File: src/rtl/uart_rx_capture_if.sv
// Receive-side stream and status bundle for uart_rx_capture.
// The master modport is the receiver; the slave modport is the byte consumer.
interface uart_rx_capture_if #(
    parameter int Depth = 16
);
    logic [7:0]                 rx_data_o;
    logic                       rx_valid_o;
    logic                       rx_ready_i;
    logic [$clog2(Depth+1)-1:0] level_o;
    logic                       frame_err_o;
    logic                       overflow_o;
    logic                       err_clr_i;

    modport master (
        output rx_data_o,
        output rx_valid_o,
        input  rx_ready_i,
        output level_o,
        output frame_err_o,
        output overflow_o,
        input  err_clr_i
    );

    modport slave (
        input  rx_data_o,
        input  rx_valid_o,
        output rx_ready_i,
        input  level_o,
        input  frame_err_o,
        input  overflow_o,
        output err_clr_i
    );
endinterface

File: src/rtl/uart_rx_capture.sv
// 8N1 UART receiver with a circular output FIFO and sticky error flags.
// The serial line is double-synchronized; frames are sampled at bit centres,
// bytes are buffered and offered on a valid/ready stream.
module uart_rx_capture #(
    parameter int ClockFrequency = 50_000_000,
    parameter int BaudRate       = 115_200,
    parameter int Depth          = 16
) (
    input  logic              clk_i,
    input  logic              rst_i,
    input  logic              rx_i,
    uart_rx_capture_if.master bus
);

    localparam int ClksPerBit = ClockFrequency / BaudRate;
    localparam int CntW       = $clog2(ClksPerBit);
    localparam int PtrW       = $clog2(Depth);
    localparam int LvlW       = $clog2(Depth + 1);

    localparam logic [CntW-1:0] CntLast = CntW'(ClksPerBit - 1);
    localparam logic [CntW-1:0] CntMid  = CntW'(ClksPerBit / 2 - 1);
    localparam logic [LvlW-1:0] LvlFull = LvlW'(Depth);

    generate
        if (ClksPerBit < 4) begin : g_bad_rate
            $error("uart_rx_capture: ClockFrequency/BaudRate must be >= 4");
        end
        if (Depth < 2 || (Depth & (Depth - 1)) != 0) begin : g_bad_depth
            $error("uart_rx_capture: Depth must be a power of two >= 2");
        end
    endgenerate

    typedef enum logic [2:0] {
        ST_IDLE,
        ST_START,
        ST_DATA,
        ST_STOP,
        ST_BREAK
    } state_e;

    // ------------------------------------------------------------------
    // Line synchronizer
    // ------------------------------------------------------------------
    logic [1:0] sync_q;
    logic       rxs;

    // Two-flop synchronizer; resets to the idle (high) line level.
    // NOTE: sequential state is always written with <= so every flop samples
    // pre-edge values and simulation order cannot change the result.
    always_ff @(posedge clk_i) begin
        if (rst_i) begin
            sync_q <= 2'b11;
        end else begin
            sync_q <= {sync_q[0], rx_i};
        end
    end

    assign rxs = sync_q[1];

    // ------------------------------------------------------------------
    // Frame FSM
    // ------------------------------------------------------------------
    state_e          state_q, state_d;
    logic [CntW-1:0] cnt_q, cnt_d;
    logic [2:0]      idx_q, idx_d;
    logic [7:0]      shift_q, shift_d;
    logic            push;
    logic            frame_set;

    // State, bit-timing counter, bit index and shift register.
    always_ff @(posedge clk_i) begin
        if (rst_i) begin
            state_q <= ST_IDLE;
            cnt_q   <= '0;
            idx_q   <= '0;
            shift_q <= '0;
        end else begin
            state_q <= state_d;
            cnt_q   <= cnt_d;
            idx_q   <= idx_d;
            shift_q <= shift_d;
        end
    end

    // Next-state logic: sample mid start bit, then once per bit period.
    // NOTE: every output of this block gets a default first, so no path
    // leaves a variable unassigned and no latch is inferred.
    always_comb begin
        state_d   = state_q;
        cnt_d     = cnt_q + 1'b1;
        idx_d     = idx_q;
        shift_d   = shift_q;
        push      = 1'b0;
        frame_set = 1'b0;

        unique case (state_q)
            ST_IDLE: begin
                cnt_d = '0;
                if (!rxs) begin
                    state_d = ST_START;
                end
            end
            ST_START: begin
                if (cnt_q == CntMid) begin
                    cnt_d = '0;
                    idx_d = '0;
                    // A high line at mid start bit is a glitch, not a frame.
                    state_d = rxs ? ST_IDLE : ST_DATA;
                end
            end
            ST_DATA: begin
                if (cnt_q == CntLast) begin
                    cnt_d          = '0;
                    shift_d[idx_q] = rxs;
                    idx_d          = idx_q + 1'b1;
                    if (idx_q == 3'd7) begin
                        state_d = ST_STOP;
                    end
                end
            end
            ST_STOP: begin
                if (cnt_q == CntLast) begin
                    cnt_d = '0;
                    if (rxs) begin
                        push    = 1'b1;
                        state_d = ST_IDLE;
                    end else begin
                        frame_set = 1'b1;
                        state_d   = ST_BREAK;
                    end
                end
            end
            ST_BREAK: begin
                cnt_d = '0;
                // Wait out a held-low line so it reports only one error.
                if (rxs) begin
                    state_d = ST_IDLE;
                end
            end
            default: begin
                cnt_d   = '0;
                state_d = ST_IDLE;
            end
        endcase
    end

    // ------------------------------------------------------------------
    // Output FIFO
    // ------------------------------------------------------------------
    logic [7:0]      mem [Depth];
    logic [PtrW-1:0] wr_ptr_q, rd_ptr_q;
    logic [LvlW-1:0] level_q;
    logic            full, pop, wr_en, ovf_set;

    assign full    = (level_q == LvlFull);
    assign pop     = bus.rx_valid_o & bus.rx_ready_i;
    assign wr_en   = push & (~full | pop);
    assign ovf_set = push & full & ~pop;

    // Storage write port.
    // NOTE: the array is deliberately not reset; emptiness is tracked by the
    // level counter and the read data is gated while the FIFO is empty.
    always_ff @(posedge clk_i) begin
        if (wr_en) begin
            mem[wr_ptr_q] <= shift_q;
        end
    end

    // Pointers wrap naturally at Depth; level tracks push/pop balance.
    always_ff @(posedge clk_i) begin
        if (rst_i) begin
            wr_ptr_q <= '0;
            rd_ptr_q <= '0;
            level_q  <= '0;
        end else begin
            if (wr_en) begin
                wr_ptr_q <= wr_ptr_q + 1'b1;
            end
            if (pop) begin
                rd_ptr_q <= rd_ptr_q + 1'b1;
            end
            level_q <= level_q + LvlW'(wr_en) - LvlW'(pop);
        end
    end

    assign bus.rx_valid_o = (level_q != '0);
    assign bus.rx_data_o  = bus.rx_valid_o ? mem[rd_ptr_q] : 8'h00;
    assign bus.level_o    = level_q;

    // ------------------------------------------------------------------
    // Sticky status flags
    // ------------------------------------------------------------------
    logic frame_err_q, overflow_q;

    // Set events take priority over a coincident clear request.
    always_ff @(posedge clk_i) begin
        if (rst_i) begin
            frame_err_q <= 1'b0;
            overflow_q  <= 1'b0;
        end else begin
            if (frame_set) begin
                frame_err_q <= 1'b1;
            end else if (bus.err_clr_i) begin
                frame_err_q <= 1'b0;
            end
            if (ovf_set) begin
                overflow_q <= 1'b1;
            end else if (bus.err_clr_i) begin
                overflow_q <= 1'b0;
            end
        end
    end

    assign bus.frame_err_o = frame_err_q;
    assign bus.overflow_o  = overflow_q;

endmodule

File: src/flat_wrapper.sv
// flat-port wrapper written by rule: the top's interface ports become plain ports
module uart_rx_capture_flat 
#(
    parameter int ClockFrequency = 50_000_000,
    parameter int BaudRate       = 115_200,
    parameter int Depth          = 16
)
  (clk_i, rst_i, rx_i, bus_rx_data_o, bus_rx_valid_o, bus_rx_ready_i, bus_level_o, bus_frame_err_o, bus_overflow_o, bus_err_clr_i);
  uart_rx_capture_if #(.Depth(Depth)) bus_i ();
  input  logic clk_i;
  input  logic rst_i;
  input  logic rx_i;
  output wire logic [$bits(bus_i.rx_data_o)-1:0] bus_rx_data_o;
  output wire logic [$bits(bus_i.rx_valid_o)-1:0] bus_rx_valid_o;
  input wire logic [$bits(bus_i.rx_ready_i)-1:0] bus_rx_ready_i;
  output wire logic [$bits(bus_i.level_o)-1:0] bus_level_o;
  output wire logic [$bits(bus_i.frame_err_o)-1:0] bus_frame_err_o;
  output wire logic [$bits(bus_i.overflow_o)-1:0] bus_overflow_o;
  input wire logic [$bits(bus_i.err_clr_i)-1:0] bus_err_clr_i;
  assign bus_rx_data_o = bus_i.rx_data_o;
  assign bus_rx_valid_o = bus_i.rx_valid_o;
  assign bus_i.rx_ready_i = bus_rx_ready_i;
  assign bus_level_o = bus_i.level_o;
  assign bus_frame_err_o = bus_i.frame_err_o;
  assign bus_overflow_o = bus_i.overflow_o;
  assign bus_i.err_clr_i = bus_err_clr_i;
  uart_rx_capture #(.ClockFrequency(ClockFrequency), .BaudRate(BaudRate), .Depth(Depth)) u_core (.clk_i(clk_i), .rst_i(rst_i), .rx_i(rx_i), .bus(bus_i));
endmodule
File: config.mk
export PLATFORM = sky130hd
export DESIGN_NAME = uart_rx_capture_flat
export DESIGN_NICKNAME = d
export VERILOG_FILES = /design/src/rtl/uart_rx_capture_if.sv /design/src/rtl/uart_rx_capture.sv /design/src/flat_wrapper.sv
export SDC_FILE = /design/constraint.sdc
export NUM_CORES = 1
export LEC_CHECK = 0
export ABC_AREA = 1
export BUFFER_PORTS_ARGS = -buffer_cell sky130_fd_sc_hd__buf_2
export CORE_AREA = 2 2 185 169
export CTS_BUF_LIST = sky130_fd_sc_hd__clkbuf_8
export DETAILED_ROUTE_END_ITERATION = 10
export DIE_AREA = 0 0 187 171
export PLACE_DENSITY = 0.44
export SYNTH_ARGS = -nofsm -noshare
export SYNTH_HDL_FRONTEND = slang
export SYNTH_SLANG_ARGS = --single-unit
File: constraint.sdc
create_clock -name clk_i -period 4.8 [get_ports clk_i]
set_input_delay 0.48 -clock clk_i [delete_from_list [all_inputs] [get_ports clk_i]]
set_output_delay 0.48 -clock clk_i [all_outputs]
set_load 0.01 [all_outputs]
# After elaboration in Yosys (flattened, before gate mapping)
# Memory sizes are Yosys's and may differ from the RTL's. A register that Yosys moved wholly into a read port is not among the register bits.
# Cells that the tools add are included.
totals:
  regBits: 40
  latchBits: 0
  ram_bits: 128
  rom_bits: 0
  in_bits: 5
  output_inout_bits: 16
  wordCells: 82
  n_memories: 1
classes:
  addsub: 6
  multipliers: 0
  div: 0
  n_lt_le_gt_ge: 2
  n_eq_ne: 14
  n_shift: 0
  n_mux: 32
  n_bitwise: 7
  reduce_logical: 10
memory_table:
  columns: ["name", "words", "word_bits", "rd", "rd_ports_with_merged_regs", "write_ports", "line_no", "text"]
  rows:
  - ["u_core.mem", 16, 8, 1, 1, 1, "uart_rx_capture.sv:150", "logic [7:0] mem [Depth];"]
op_table:
  columns: ["operator", "n"]
  rows:
  - ["$mux 3", 9]
  - ["$mux 9", 2]
  - ["$pmux 9 s2", 1]
  - ["$pmux 3 s5", 1]
  - ["$mux 1", 12]
  - ["$ne 2x1->1 const B", 5]
  - ["$add 9x1->9 const B", 1]
  - ["$eq 9x8->1 const B", 1]
  - ["$eq 9x9->1 const B", 1]
  - ["$add 4x1->4 const B", 2]
  - ["$bwmux 8", 1]
  - ["$mux 4", 2]
  - ["$mux 8", 1]
  - ["$eq 3x2->1 const B", 2]
  - ["$eq 3x3->1 const B", 2]
  - ["$pmux 3 s2", 1]
  - ["$reduce_and 6->1", 1]
  - ["$reduce_bool 2->1", 3]
  - ["$add 5x1->5", 1]
  - ["$eq 5x5->1 const B", 1]
  - ["$reduce_bool 5->1", 1]
  - ["$sub 5x1->5", 1]
  - ["$and 1x1->1", 4]
  - ["$lt 3x4->1 const B", 1]
  - ["other kinds (13)", 14]

# Logic depth before layout (Yosys ltp)
logic_depth:
  ltp_word: 6
  depth_mapped: 14
  mapped_depth_nobuf: 14

# Least setup slack after synthesis
# No wires, ideal clock.
synth_timing:
  path_type: "register to register"
  start: "register u_core.level_q[2] (netlist: u_core.bus.level_o[2])"
  end: "register u_core.level_q[4] (netlist: u_core.bus.level_o[4])"
  setup_ns: 0.070
  arrival_ns: 2.400
  required_time_ns: 4.730
  setup_slack_ns: 2.330
  stages_incl_launch_ff: 14
  n_path_buf: 0
  period_less_slack_ns: 2.470
  path_cell_list: "dfxtp_1 > inv_1 > ha_1 > nand3_2 > nand2_1 > inv_2 > ha_1 > inv_1 > ha_1 > inv_1 > fa_1 > o31ai_1 > o21ai_0 > a21oi_1"
synth_between:
  elab_chain_cells: 6
  word_cells_on_any_way: 8
  cone_classes: "add/sub: 2; eq/ne: 1; bitwise: 4; reduce/logical: 1"
synth_rtl:
  columns: ["element", "line_no", "text"]
  rows:
  - ["from (decl)", "uart_rx_capture.sv:152", "logic [LvlW-1:0] level_q;"]
  - ["from (signal assigned)", "uart_rx_capture.sv:182", "level_q <= level_q + LvlW'(wr_en) - LvlW'(pop);"]
  - ["$reduce_bool 5->1 (*)", "uart_rx_capture.sv:186", "assign bus.rx_valid_o = (level_q != '0);"]
  - ["named net bus_rx_valid_o", "flat_wrapper.sv:14", "output wire logic [$bits(bus_i.rx_valid_o)-1:0] bus_rx_valid_o;"]
  - ["$and 1x1->1 (*)", "uart_rx_capture.sv:156", "assign pop = bus.rx_valid_o & bus.rx_ready_i;"]
  - ["$or 1x1->1", "uart_rx_capture.sv:157", "assign wr_en = push & (~full | pop);"]
  - ["$and 1x1->1", "uart_rx_capture.sv:157", null]
  - ["$add 5x1->5", "uart_rx_capture.sv:182", null]
  - ["$sub 5x1->5 (*)", "uart_rx_capture.sv:182", null]
# Mark *: on every way through the listed nets, which the timed path passes. The rest lies on a longest branch.
# A chain may end at the register's enable or synchronous reset.

==> results.md <==
* Via-to-Cell Ratio at 4.26
* Synth Instances at 725
* First-pass GRT wire length at 29.0 mm
* Relative slew margins at 36.6%
* Input/output buffers at 20
* Syn Nets at 747
* CP Max Fanout at 46
* Reg2Reg Setup Slack at 2.02 ns
* Crit share post-route at 64.7%
* DRT antenna net count at 0
* Setup Crit Path Kind: reg2out
* Mapped Area at 0.00741 sq mm
* CTS tree: built
* Post-DP Area at 0.00793 sq mm
* Largest net degree at the start of global routing at 65
* Max Cap Viol at 0
* Synthesized flop and latch total at 172
* RSZ-0062 raised after global routing: false
* Worst Reg-to-Reg Cells at 13
* IR drop worst, VDD at 0.193 mV
* GP Congestion at 0.781
* Sequential-to-total area share from yosys stat at 63.7%
* Area leader, netlist: edfxtp_1
* Fin Hold WS at 0.184 ns
* Crit path DAT at 2.62 ns
* Final net count at 762
* CTS resizes at 0
* Initial core utilization at 24.5%
* Hold endpoint: u_core.sync_q[0]
* Residual DRC count at 0
* Yosys cell types at 35
* Clk slew on worst S/H paths at 0.10 ns
* Vias post-DR at 4,947
* CTS root buffer: clkbuf_8
* Area grow syn2layout at 12.3%
* Core area at 0.0303 sq mm
* DP Wirelength at 11.8 mm
* Syn_area_per_cell at 10.2 sq um
* Synth top area cells: edfxtp_1 52%, dfxtp_1 12%, nand2_1 8.9%
* Inserted Diodes at 0
* Clk sinks at 172
* Antenna violations before repair at 0
* Clock buffer count from CTS at 17
* Fin. Hold Viols at 0
* Total track usage at 12.1%
* Type of origin of the critical path: register
* Worst slew pin tran at 0.948 ns
* Worst Hold Class: in2reg
* DR pass1 iterations at 5
* Synthesis Warnings at 0
* End-of-flow core utilization at 27.5%
* Die width at 187 um
* Min Tclk post-route at 3.10 ns
* Die height at 171 um
* Synth top area share at 51.8%
* Final setup viols at 0
* Hold depth at 2
* Core Rows at 61
* WP data required at 4.32 ns
* Num ports at 21
* RR Endpoint: u_core.bus.level_o[4]
* Fmax at 0.322 GHz
* Static Leakage at 3.10 nW
* Final Cell Area at 0.00833 sq mm
* Vias in the first global route at 4,862
* DRT iter0 DRCs at 463
* Post-CTS setup buffer count at 0
* Sum Neg Setup Slack at 0 ns
* DR WL/cell at 15.9 um
* Worst r2r src: u_core.bus.level_o[2]
* Clock Latency Late Sink at 0.49 ns
* Clock skew at 0.0223 ns
* Full die area at 0.0320 sq mm
* Slew Viols, Final at 0
* Final WL at 18.5 mm
* # H-tree levels at 4
* Crit. End Element: output port
* Status: completed
* P per Cell Area at 430 mW/mm^2
* Clock buffer depth at 2
* GR Overflow Total at 0
* Hold Buf Count CTS at 0
* Layout cells sized above 1 at 11.6%
* HP Start: rx_i
==> through the flow <==
stage,worst slack [ns],power [W],cells
2_1_floorplan,2.33,0.00230,725
4_1_cts,1.63,0.00362,1162
6_report,1.70,0.00358,1162
3_5_place_dp,2.06,0.00259,1130
3_3_place_gp,2.04,0.00261,1130
5_1_grt,1.44,0.00380,1162
==> cells in the final DEF, fill, tap and decap left out, drive strengths merged <==
master	n
a211oi	1
a21oi	41
a22oi	1
a31oi	1
buf	24
bufinv	1
clkbuf	17
clkinv	9
clkinvlp	1
dfxtp	44
edfxtp	128
fa	1
ha	16
inv	60
nand2	184
nand3	119
nand4	5
nor2	61
nor3	8
o21a	11
o21ai	9
o31ai	1
or2	3
xnor2	4
xor2	3
==> layout make-up <==
cell class	instances	area (sq um)
clock buffer	17	234
fill	3249	22000
sequential	172	4730
multi-input combinational	469	2350
tap	409	512
timing repair buffer	24	130
clock inverter	15	158
inverter	56	216
==> where the power goes <==
| group | leakage (nW) | internal (W) | switching (W) | total, W |
|---|---|---|---|---|
| Combinational | 1.05 | 0.000267 | 0.000609 | 0.000876 |
| Sequential | 1.85 | 0.00162 | 0.0000497 | 0.00167 |
| Clock | 0.199 | 0.000429 | 0.000603 | 0.00103 |
==> critical path, stage by stage, from the launching register on <==
cell and delay [ns]:
dfxtp_2 0.34, inv_2 0.64, buf_4 0.39, nand2_1 0.08, nand3_1 0.12, nand3_1 0.10, a21oi_1 0.15, o21a_1 0.18
buf_2 0.14
==> cell families after synthesis <==
kind of cell / count (synthesis) / share of synthesized area, %
AND/OR/NAND/NOR: 380 / 23.0
adder cells (fa/ha/maj): 17 / 2.97
flip-flops: 172 / 63.7
XOR/XNOR: 7 / 0.827
AO/OA/AOI/OAI: 65 / 4.93
buffers and inverters: 84 / 4.59
==> cell usage after synthesis (all sizes together) <==
cell and instances:
nand2 184, edfxtp 128, nand3 119, nor2 61
inv 54, dfxtp 44, a21oi 41, buf 17
ha 16, clkbuf 11, o21a 11, o21ai 9
nor3 8, nand4 5, xnor2 4, or2 3
xor2 3, clkinv 2, a211oi 1, a22oi 1
a31oi 1, fa 1, o31ai 1
==> metal layers <==
metal | track usage, % | vias up | part of all wire [%]
met3 | 3.18 | 13 | 4.4
met4 | 3.62 | 0 | 1.1
met1 | 17.6 | 2350 | 52
met5 | 0 | - | 0
li1 | - | 2492 | -
met2 | 17.6 | 92 | 42
==> flip-flops by register name, indices dropped and copies added (netlist names), named ones only <==
register	flops
u_core.bus.level_o	5
u_core.shift_q	8
u_core.mem	128
u_core.bus.overflow_o	1
u_core.sync_q	2
u_core.wr_ptr_q	4
u_core.cnt_q	9
u_core.idx_q	3
u_core.bus.frame_err_o	1
u_core.rd_ptr_q	4
u_core.state_q	3
==> how the worst max path moves through the flow <==
stage	from	end	slack [ns]
after floorplan	u_core.bus.level_o[2]	u_core.bus.level_o[4]	2.33
after global placement	u_core.bus.level_o[2]	u_core.bus.level_o[4]	2.04
after detailed placement	u_core.bus.level_o[2]	u_core.bus.level_o[4]	2.06
after CTS	register	bus_rx_data_o[1]	1.63
after global routing	register	bus_rx_data_o[1]	1.44
final	register	bus_rx_data_o[5]	1.70
Note: power is estimated with default switching activity, not from simulation.
